$ cat src/rtl/cc_mim_microsequencer_if.sv
// Control-store / datapath handshake bundle for the microsequencer.
// Signals:
//   microword_InBUS  microword returned by the control store
//   ir_InBUS         instruction register
//   flags_InBUS      {n,z,v,c} from the PSR
//   memReady_In      memory completed the current RD/WR
//   haltReq_In       request to freeze sequencing
//   address_OutBUS   registered microaddress to the control store
//   stall_Out        datapath must not commit this cycle
//   halted_Out       sequencer is in HALT
//   memTimeout_Out   sticky memory-timeout error
// master = sequencer side, slave = control store / datapath side.
interface cc_mim_microsequencer_if #(
  parameter int unsigned DATAWIDTH_ADDR      = 11,
  parameter int unsigned DATAWIDTH_MICROWORD = 41,
  parameter int unsigned DATAWIDTH_IR        = 32
);
  logic [DATAWIDTH_MICROWORD-1:0] CC_MIM_MICROSEQ_microword_InBUS;
  logic [DATAWIDTH_IR-1:0]        CC_MIM_MICROSEQ_ir_InBUS;
  logic [3:0]                     CC_MIM_MICROSEQ_flags_InBUS;
  logic                           CC_MIM_MICROSEQ_memReady_In;
  logic                           CC_MIM_MICROSEQ_haltReq_In;
  logic [DATAWIDTH_ADDR-1:0]      CC_MIM_MICROSEQ_address_OutBUS;
  logic                           CC_MIM_MICROSEQ_stall_Out;
  logic                           CC_MIM_MICROSEQ_halted_Out;
  logic                           CC_MIM_MICROSEQ_memTimeout_Out;

  modport master (
    input  CC_MIM_MICROSEQ_microword_InBUS,
    input  CC_MIM_MICROSEQ_ir_InBUS,
    input  CC_MIM_MICROSEQ_flags_InBUS,
    input  CC_MIM_MICROSEQ_memReady_In,
    input  CC_MIM_MICROSEQ_haltReq_In,
    output CC_MIM_MICROSEQ_address_OutBUS,
    output CC_MIM_MICROSEQ_stall_Out,
    output CC_MIM_MICROSEQ_halted_Out,
    output CC_MIM_MICROSEQ_memTimeout_Out
  );

  modport slave (
    output CC_MIM_MICROSEQ_microword_InBUS,
    output CC_MIM_MICROSEQ_ir_InBUS,
    output CC_MIM_MICROSEQ_flags_InBUS,
    output CC_MIM_MICROSEQ_memReady_In,
    output CC_MIM_MICROSEQ_haltReq_In,
    input  CC_MIM_MICROSEQ_address_OutBUS,
    input  CC_MIM_MICROSEQ_stall_Out,
    input  CC_MIM_MICROSEQ_halted_Out,
    input  CC_MIM_MICROSEQ_memTimeout_Out
  );
endinterface

$ cat src/rtl/cc_mim_microsequencer.sv
// Microprogram counter and branch unit. Holds the current microaddress,
// decodes COND/JUMP of the returned microword together with the PSR flags
// and the IR to pick the next microaddress, stalls on memory handshakes,
// supports halting and raises a sticky error on memory timeout.
// Ports:
//   CC_MIM_MICROSEQ_CLOCK_50     rising-edge clock
//   CC_MIM_MICROSEQ_RESET_InLow  asynchronous active-low reset
//   bus                          handshake bundle (master modport)
module cc_mim_microsequencer #(
  parameter int unsigned DATAWIDTH_ADDR      = 11,
  parameter int unsigned DATAWIDTH_MICROWORD = 41,
  parameter int unsigned DATAWIDTH_IR        = 32,
  parameter int unsigned MEM_TIMEOUT         = 255
) (
  input  logic                    CC_MIM_MICROSEQ_CLOCK_50,
  input  logic                    CC_MIM_MICROSEQ_RESET_InLow,
  cc_mim_microsequencer_if.master bus
);

  localparam int unsigned CNT_W = 8;

  typedef struct packed {
    logic [5:0]  a;
    logic        amux;
    logic [5:0]  b;
    logic        bmux;
    logic [5:0]  c;
    logic        cmux;
    logic        rd;
    logic        wr;
    logic [3:0]  alu;
    logic [2:0]  cond;
    logic [10:0] jump;
  } microword_t;

  typedef enum logic [1:0] {
    ST_RUN     = 2'd0,
    ST_MEMWAIT = 2'd1,
    ST_HALT    = 2'd2
  } state_e;

  state_e                    state_q, state_d;
  logic [DATAWIDTH_ADDR-1:0] addr_q, addr_d;
  logic [CNT_W-1:0]          cnt_q, cnt_d;
  logic                      timeout_q, timeout_d;
  logic                      stall_q, stall_d;
  logic                      halted_q, halted_d;

  microword_t                mw_c;
  logic [DATAWIDTH_IR-1:0]   ir_c;
  logic [3:0]                flags_c;
  logic                      mem_req_c;
  logic                      ready_c;
  logic                      halt_req_c;
  logic [DATAWIDTH_ADDR-1:0] inc_c;
  logic [DATAWIDTH_ADDR-1:0] next_addr_c;
  logic [CNT_W-1:0]          cnt_inc_c;
  logic                      unused_bits_c;

  assign mw_c       = microword_t'(bus.CC_MIM_MICROSEQ_microword_InBUS);
  assign ir_c       = bus.CC_MIM_MICROSEQ_ir_InBUS;
  assign flags_c    = bus.CC_MIM_MICROSEQ_flags_InBUS;
  assign ready_c    = bus.CC_MIM_MICROSEQ_memReady_In;
  assign halt_req_c = bus.CC_MIM_MICROSEQ_haltReq_In;
  assign mem_req_c  = mw_c.rd | mw_c.wr;
  assign inc_c      = addr_q + DATAWIDTH_ADDR'(1);
  assign cnt_inc_c  = cnt_q + CNT_W'(1);

  // Datapath-only microword fields and IR bits outside op/op3/i.
  assign unused_bits_c = ^{mw_c.a, mw_c.amux, mw_c.b, mw_c.bmux, mw_c.c,
                           mw_c.cmux, mw_c.alu, ir_c[29:25], ir_c[18:14],
                           ir_c[12:0]};

  // Next-address mux; flags are {n,z,v,c}.
  always_comb begin
    next_addr_c = inc_c;
    case (mw_c.cond)
      3'b000:  next_addr_c = inc_c;
      3'b001:  next_addr_c = flags_c[3] ? mw_c.jump : inc_c;
      3'b010:  next_addr_c = flags_c[2] ? mw_c.jump : inc_c;
      3'b011:  next_addr_c = flags_c[1] ? mw_c.jump : inc_c;
      3'b100:  next_addr_c = flags_c[0] ? mw_c.jump : inc_c;
      3'b101:  next_addr_c = ir_c[13] ? mw_c.jump : inc_c;
      3'b110:  next_addr_c = {1'b1, ir_c[31:30], ir_c[24:19], 2'b00};
      default: next_addr_c = mw_c.jump;
    endcase
  end

  // State and datapath registers.
  always_ff @(posedge CC_MIM_MICROSEQ_CLOCK_50 or negedge CC_MIM_MICROSEQ_RESET_InLow) begin
    if (!CC_MIM_MICROSEQ_RESET_InLow) begin
      state_q   <= ST_RUN;
      addr_q    <= '0;
      cnt_q     <= '0;
      timeout_q <= 1'b0;
      stall_q   <= 1'b0;
      halted_q  <= 1'b0;
    end else begin
      state_q   <= state_d;
      addr_q    <= addr_d;
      cnt_q     <= cnt_d;
      timeout_q <= timeout_d;
      stall_q   <= stall_d;
      halted_q  <= halted_d;
    end
  end

  // Next state; a pending memory access takes priority over halt, and
  // memReady takes priority over the timeout.
  always_comb begin
    state_d   = state_q;
    addr_d    = addr_q;
    cnt_d     = cnt_q;
    timeout_d = timeout_q;
    case (state_q)
      ST_RUN: begin
        if (mem_req_c && !ready_c) begin
          state_d = ST_MEMWAIT;
          cnt_d   = '0;
        end else begin
          addr_d = next_addr_c;
          if (halt_req_c) state_d = ST_HALT;
        end
      end
      ST_MEMWAIT: begin
        if (ready_c) begin
          addr_d  = next_addr_c;
          cnt_d   = '0;
          state_d = ST_RUN;
        end else if (cnt_inc_c == CNT_W'(MEM_TIMEOUT)) begin
          timeout_d = 1'b1;
          addr_d    = '0;
          cnt_d     = '0;
          state_d   = ST_RUN;
        end else begin
          cnt_d = cnt_inc_c;
        end
      end
      ST_HALT: begin
        if (!halt_req_c) state_d = ST_RUN;
      end
      default: state_d = ST_RUN;
    endcase
  end

  // Registered status outputs follow the state being entered.
  always_comb begin
    stall_d  = 1'b0;
    halted_d = 1'b0;
    if (state_d != ST_RUN)  stall_d  = 1'b1;
    if (state_d == ST_HALT) halted_d = 1'b1;
  end

  assign bus.CC_MIM_MICROSEQ_address_OutBUS = addr_q;
  assign bus.CC_MIM_MICROSEQ_stall_Out      = stall_q;
  assign bus.CC_MIM_MICROSEQ_halted_Out     = halted_q;
  assign bus.CC_MIM_MICROSEQ_memTimeout_Out = timeout_q;

endmodule

$ cat src/flat_wrapper.sv
// flat-port wrapper written by rule: the top's interface ports become plain ports
module cc_mim_microsequencer_flat 
#(
  parameter int unsigned DATAWIDTH_ADDR      = 11,
  parameter int unsigned DATAWIDTH_MICROWORD = 41,
  parameter int unsigned DATAWIDTH_IR        = 32,
  parameter int unsigned MEM_TIMEOUT         = 255
)
  (CC_MIM_MICROSEQ_CLOCK_50, CC_MIM_MICROSEQ_RESET_InLow, bus_CC_MIM_MICROSEQ_microword_InBUS, bus_CC_MIM_MICROSEQ_ir_InBUS, bus_CC_MIM_MICROSEQ_flags_InBUS, bus_CC_MIM_MICROSEQ_memReady_In, bus_CC_MIM_MICROSEQ_haltReq_In, bus_CC_MIM_MICROSEQ_address_OutBUS, bus_CC_MIM_MICROSEQ_stall_Out, bus_CC_MIM_MICROSEQ_halted_Out, bus_CC_MIM_MICROSEQ_memTimeout_Out);
  cc_mim_microsequencer_if #(.DATAWIDTH_ADDR(DATAWIDTH_ADDR), .DATAWIDTH_MICROWORD(DATAWIDTH_MICROWORD), .DATAWIDTH_IR(DATAWIDTH_IR)) bus_i ();
  input  logic CC_MIM_MICROSEQ_CLOCK_50;
  input  logic CC_MIM_MICROSEQ_RESET_InLow;
  input wire logic [$bits(bus_i.CC_MIM_MICROSEQ_microword_InBUS)-1:0] bus_CC_MIM_MICROSEQ_microword_InBUS;
  input wire logic [$bits(bus_i.CC_MIM_MICROSEQ_ir_InBUS)-1:0] bus_CC_MIM_MICROSEQ_ir_InBUS;
  input wire logic [$bits(bus_i.CC_MIM_MICROSEQ_flags_InBUS)-1:0] bus_CC_MIM_MICROSEQ_flags_InBUS;
  input wire logic [$bits(bus_i.CC_MIM_MICROSEQ_memReady_In)-1:0] bus_CC_MIM_MICROSEQ_memReady_In;
  input wire logic [$bits(bus_i.CC_MIM_MICROSEQ_haltReq_In)-1:0] bus_CC_MIM_MICROSEQ_haltReq_In;
  output wire logic [$bits(bus_i.CC_MIM_MICROSEQ_address_OutBUS)-1:0] bus_CC_MIM_MICROSEQ_address_OutBUS;
  output wire logic [$bits(bus_i.CC_MIM_MICROSEQ_stall_Out)-1:0] bus_CC_MIM_MICROSEQ_stall_Out;
  output wire logic [$bits(bus_i.CC_MIM_MICROSEQ_halted_Out)-1:0] bus_CC_MIM_MICROSEQ_halted_Out;
  output wire logic [$bits(bus_i.CC_MIM_MICROSEQ_memTimeout_Out)-1:0] bus_CC_MIM_MICROSEQ_memTimeout_Out;
  assign bus_i.CC_MIM_MICROSEQ_microword_InBUS = bus_CC_MIM_MICROSEQ_microword_InBUS;
  assign bus_i.CC_MIM_MICROSEQ_ir_InBUS = bus_CC_MIM_MICROSEQ_ir_InBUS;
  assign bus_i.CC_MIM_MICROSEQ_flags_InBUS = bus_CC_MIM_MICROSEQ_flags_InBUS;
  assign bus_i.CC_MIM_MICROSEQ_memReady_In = bus_CC_MIM_MICROSEQ_memReady_In;
  assign bus_i.CC_MIM_MICROSEQ_haltReq_In = bus_CC_MIM_MICROSEQ_haltReq_In;
  assign bus_CC_MIM_MICROSEQ_address_OutBUS = bus_i.CC_MIM_MICROSEQ_address_OutBUS;
  assign bus_CC_MIM_MICROSEQ_stall_Out = bus_i.CC_MIM_MICROSEQ_stall_Out;
  assign bus_CC_MIM_MICROSEQ_halted_Out = bus_i.CC_MIM_MICROSEQ_halted_Out;
  assign bus_CC_MIM_MICROSEQ_memTimeout_Out = bus_i.CC_MIM_MICROSEQ_memTimeout_Out;
  cc_mim_microsequencer #(.DATAWIDTH_ADDR(DATAWIDTH_ADDR), .DATAWIDTH_MICROWORD(DATAWIDTH_MICROWORD), .DATAWIDTH_IR(DATAWIDTH_IR), .MEM_TIMEOUT(MEM_TIMEOUT)) u_core (.CC_MIM_MICROSEQ_CLOCK_50(CC_MIM_MICROSEQ_CLOCK_50), .CC_MIM_MICROSEQ_RESET_InLow(CC_MIM_MICROSEQ_RESET_InLow), .bus(bus_i));
endmodule
$ cat config.mk
export PLATFORM = sky130hd
export DESIGN_NAME = cc_mim_microsequencer_flat
export DESIGN_NICKNAME = d
export VERILOG_FILES = /design/src/rtl/cc_mim_microsequencer_if.sv /design/src/rtl/cc_mim_microsequencer.sv /design/src/flat_wrapper.sv
export SDC_FILE = /design/constraint.sdc
export NUM_CORES = 1
export LEC_CHECK = 0
export CORE_ASPECT_RATIO = 1.4
export CORE_MARGIN = 3
export CORE_UTILIZATION = 35
export DETAILED_ROUTE_END_ITERATION = 8
export GPL_ROUTABILITY_DRIVEN = 0
export PLACE_DENSITY = 0.75
export SLEW_MARGIN = 10
export SYNTH_ARGS = -nofsm -noshare
export SYNTH_HDL_FRONTEND = slang
export SYNTH_SLANG_ARGS = --single-unit
export TNS_END_PERCENT = 10
$ cat constraint.sdc
create_clock -name CC_MIM_MICROSEQ_CLOCK_50 -period 1.65 [get_ports CC_MIM_MICROSEQ_CLOCK_50]
set_input_delay 0.165 -clock CC_MIM_MICROSEQ_CLOCK_50 [delete_from_list [all_inputs] [get_ports CC_MIM_MICROSEQ_CLOCK_50]]
set_output_delay 0.165 -clock CC_MIM_MICROSEQ_CLOCK_50 [all_outputs]
set_load 0.01 [all_outputs]
==> impl_results.md <==
* Min Tclk post-route at 1.918 ns
* Initial Utilization at 0.3643
* Gr usage total at 0.1804
* Worst slew pin tran at 0.3252 ns
* Fmax at 521.4 MHz
* Biggest cell delay along the critical path at 0.43 ns
* Ys Warns at 0
* Synth Register Bits at 24
* Filler Cell Count at 436
* Row count at 29
* Sequential fraction of the synthesis area at 0.3606
* Clock sinks at 24
* Core Util, Final at 0.5657
* Die area at between 5000 and 6000 um^2
* Post-route cell area at 2586 um^2
* Largest net degree at the start of global routing at 25
* Max rail drop VDD at 0.0002944 V
* Place WS at -0.3882 ns
* Routed Wire Length at 4.810 mm
* Crit path DAT at about 2.1 ns
* WL/cell at 14.19 um
* Cts hold-fix bufs at 0
* Unrepaired setup endpoints after global routing: yes
* Final setup fails at 21
* Commonest cells in the netlist: 24 x dfrtp_1, 18 x o21ai_0, 17 x nand2_1
* Total number of vias at approximately 1,800
* Final Slew Violations at 0
* DP Wirelength at 3.766 mm
* Final-report hold violation count at 0
* Synth Instances at 187
* Failing checks: negative setup slack
* Crit path capture type: flip-flop
* Critical path's slowest cell: dfrtp_1
* CTS tree: done
* PortBufs at 46
* Antenna Cells at 0
* Status: finished, violations left
* Pwr Total at 1818 uW
* Setup TNS at -3.354 ns
* Crit-path max FO at 9
* R2r endpoint: u_core.bus.CC_MIM_MICROSEQ_address_OutBUS[9]
* Cell taking the most area after synthesis: dfrtp_1
* Startpoint Class: flip-flop
* Worst-path clk slew at 0.09 ns
* Area after DPL at around 2500 um^2
* Die width at 64.30 um
* Initial DRC count at between 60 and 70
* Nets at 362
* Post-Syn Nets at 271
* RR Startpoint: u_core.cnt_q[0]
* H-tree levels at 1
* Share of cells above drive strength 1 at 0.2238
* Worst rel slew slack at 0.7776
* Maxcap violations at 0
* Synth-to-Final Area Change at 55.30%
* # IOs at between 90 and 100
* First-pass DRT Iterations at 7
* TritonCTS buffer count at 3
* First-pass GRT wire length at a little over 8 mm
* Classification of the worst setup path: flip-flop to flip-flop
* LEAKAGE at roughly 0.0011 uW
* Yosys top cell area share at 0.3606
* R2r setup slk at -0.27 ns
* Root Driver: clkbuf_8
* Avg Vias per Cell at 5.375
* Top-count cell post-synth: dfrtp_1
* CP Cell Sequence: ha_2 > and2b_2 > o21ai_4 > a211oi_4 > o31a_4 > o21ai_1 > a221o_1
* Async set or reset register ratio after synthesis at 1.000
* Post-synth cell types at 48
* Final ANT Viol Nets at 0
* Final worst path period share at 1.162
* GRT overflow at 0
* Antenna violations before repair at 0
* Mean area per synthesized cell at 8.906 um^2
* Worst Slack Setup Final at -0.2678 ns
* Clock Latency Late Sink at 0.27 ns
* Prevailing post-synth register cell: dfrtp_1
* Maximum buffer depth of the clock tree at 2
* Drt drc at 0
* Setup Skew at 0.003945 ns
* Area of the multi-input gates at 1021 um^2
* Vias in the first global route at 1,885
* Post-synth EDFFs at 0
* Die height at 87.62 um
* FF/Latch Area at between 600 and 700 um^2
* Total core area at 4572 um^2
* Worst Reg-to-Reg Cells at 7
* CP required at 1.81 ns
* Power per cell area at 703.0 nW/um^2
* Hold/Removal Path Class: input pin to asynchronous set/reset pin
* Largest cells by area after synthesis: dfrtp_1 36%, o21ai_0 5.4%, a22o_1 4.2%, nand2_1 3.8%, nor2_1 3.4%
* Post-Syn Area at 1665 um^2
[stage by stage]
stage / hold WS [ns] / instances
floorplan: -0.1306 / 187
global placement: 0.4529 / 330
detailed placement: 0.4545 / 330
CTS: 0.2571 / 339
global route: 0.2708 / 339
finish: 0.2537 / 339
[layout by cell type (no fill, tap or decap), drive strengths merged, types with 2 or more instances in the layout]
master / synthesis / final
a21oi: 10 / 10
o21bai: 4 / 4
dfrtp: 24 / 24
nand3: 9 / 9
nor3b: 4 / 4
a21o: 6 / 6
nor4: 3 / 3
a21boi: 2 / 2
nor3: 6 / 6
nand4: 5 / 5
xor2: 3 / 3
inv: 6 / 6
nor2: 15 / 15
clkbuf: 0 / 4
nand2b: 3 / 3
ha: 3 / 3
a222oi: 3 / 3
o21ai: 21 / 21
clkdlybuf4s50: 0 / 46
buf: 6 / 46
nand2: 17 / 17
a221o: 5 / 5
o2bb2ai: 3 / 3
nand3b: 2 / 2
a22o: 8 / 8
[metal layers]
layer / up-vias / part of all wire / global-route usage
li1: 891 / - / -
met1: 877 / 0.38 / 0.1807
met2: 47 / 0.56 / 0.3694
met3: 7 / 0.039 / 0.02696
met4: 0 / 0.017 / 0.06154
met5: - / 0 / 0
[flip-flops by register name (all words and copies together), names as in the netlist]
| signal | cells |
|---|---|
| u_core.bus.CC_MIM_MICROSEQ_stall_Out | 1 |
| u_core.bus.CC_MIM_MICROSEQ_memTimeout_Out | 1 |
| u_core.bus.CC_MIM_MICROSEQ_halted_Out | 1 |
| u_core.cnt_q | 8 |
| u_core.bus.CC_MIM_MICROSEQ_address_OutBUS | 11 |
| u_core.state_q | 2 |
[power breakdown]
part | switching [uW] | internal [uW]
sequential | 83.4 | 656
combinational | 285 | 390
clock | 190 | 213
[repair_timing]
action,in CTS,in global routing
cloned,0,0
setup buffers,5,0
endpoints found under the setup margin,21,21
resized for setup,4,4
[layout make-up]
cell class / instances / share of cell area
Multi-Input combinational cell: 151 / 0.3948
Tap cell: 62 / 0.03000
Sequential cell: 24 / 0.2322
Timing Repair Buffer: 92 / 0.3130
Inverter: 6 / 0.008708
Clock buffer: 4 / 0.02129
[cells by family (layout without fill, tap and decap cells)]
kind of cell | after synthesis | after routing | synth area share
AND/OR/NAND/NOR | 72 | 72 | 0.2224
AO/OA/AOI/OAI | 71 | 71 | 0.3283
flip-flops | 24 | 24 | 0.3606
buffers and inverters | 12 | 102 | 0.03907
XOR/XNOR | 4 | 4 | 0.02104
adder cells (fa/ha/maj) | 3 | 3 | 0.02254
multiplexers | 1 | 1 | 0.006011
[worst max-delay path: cells and delay by family (launching register included)]
kind / cells / cell delay, ns
compound gates: 5 / 0.93
fa+ha+maj: 1 / 0.21
simple gates: 1 / 0.24
flops: 1 / 0.43
[worst max-delay path by stage]
stage,from,endpoint,cells past startpoint
final,u_core.cnt_q[0],u_core.bus.CC_MIM_MICROSEQ_address_OutBUS[9],7
after global routing,u_core.cnt_q[0],u_core.bus.CC_MIM_MICROSEQ_address_OutBUS[9],7
after CTS,u_core.cnt_q[0],u_core.bus.CC_MIM_MICROSEQ_address_OutBUS[9],7
after detailed placement,bus_CC_MIM_MICROSEQ_microword_InBUS[12],u_core.bus.CC_MIM_MICROSEQ_address_OutBUS[9],7
after global placement,bus_CC_MIM_MICROSEQ_microword_InBUS[12],u_core.bus.CC_MIM_MICROSEQ_address_OutBUS[9],6
after floorplan,u_core.cnt_q[0],u_core.bus.CC_MIM_MICROSEQ_address_OutBUS[9],7
Power figures use the tool's default switching activity.
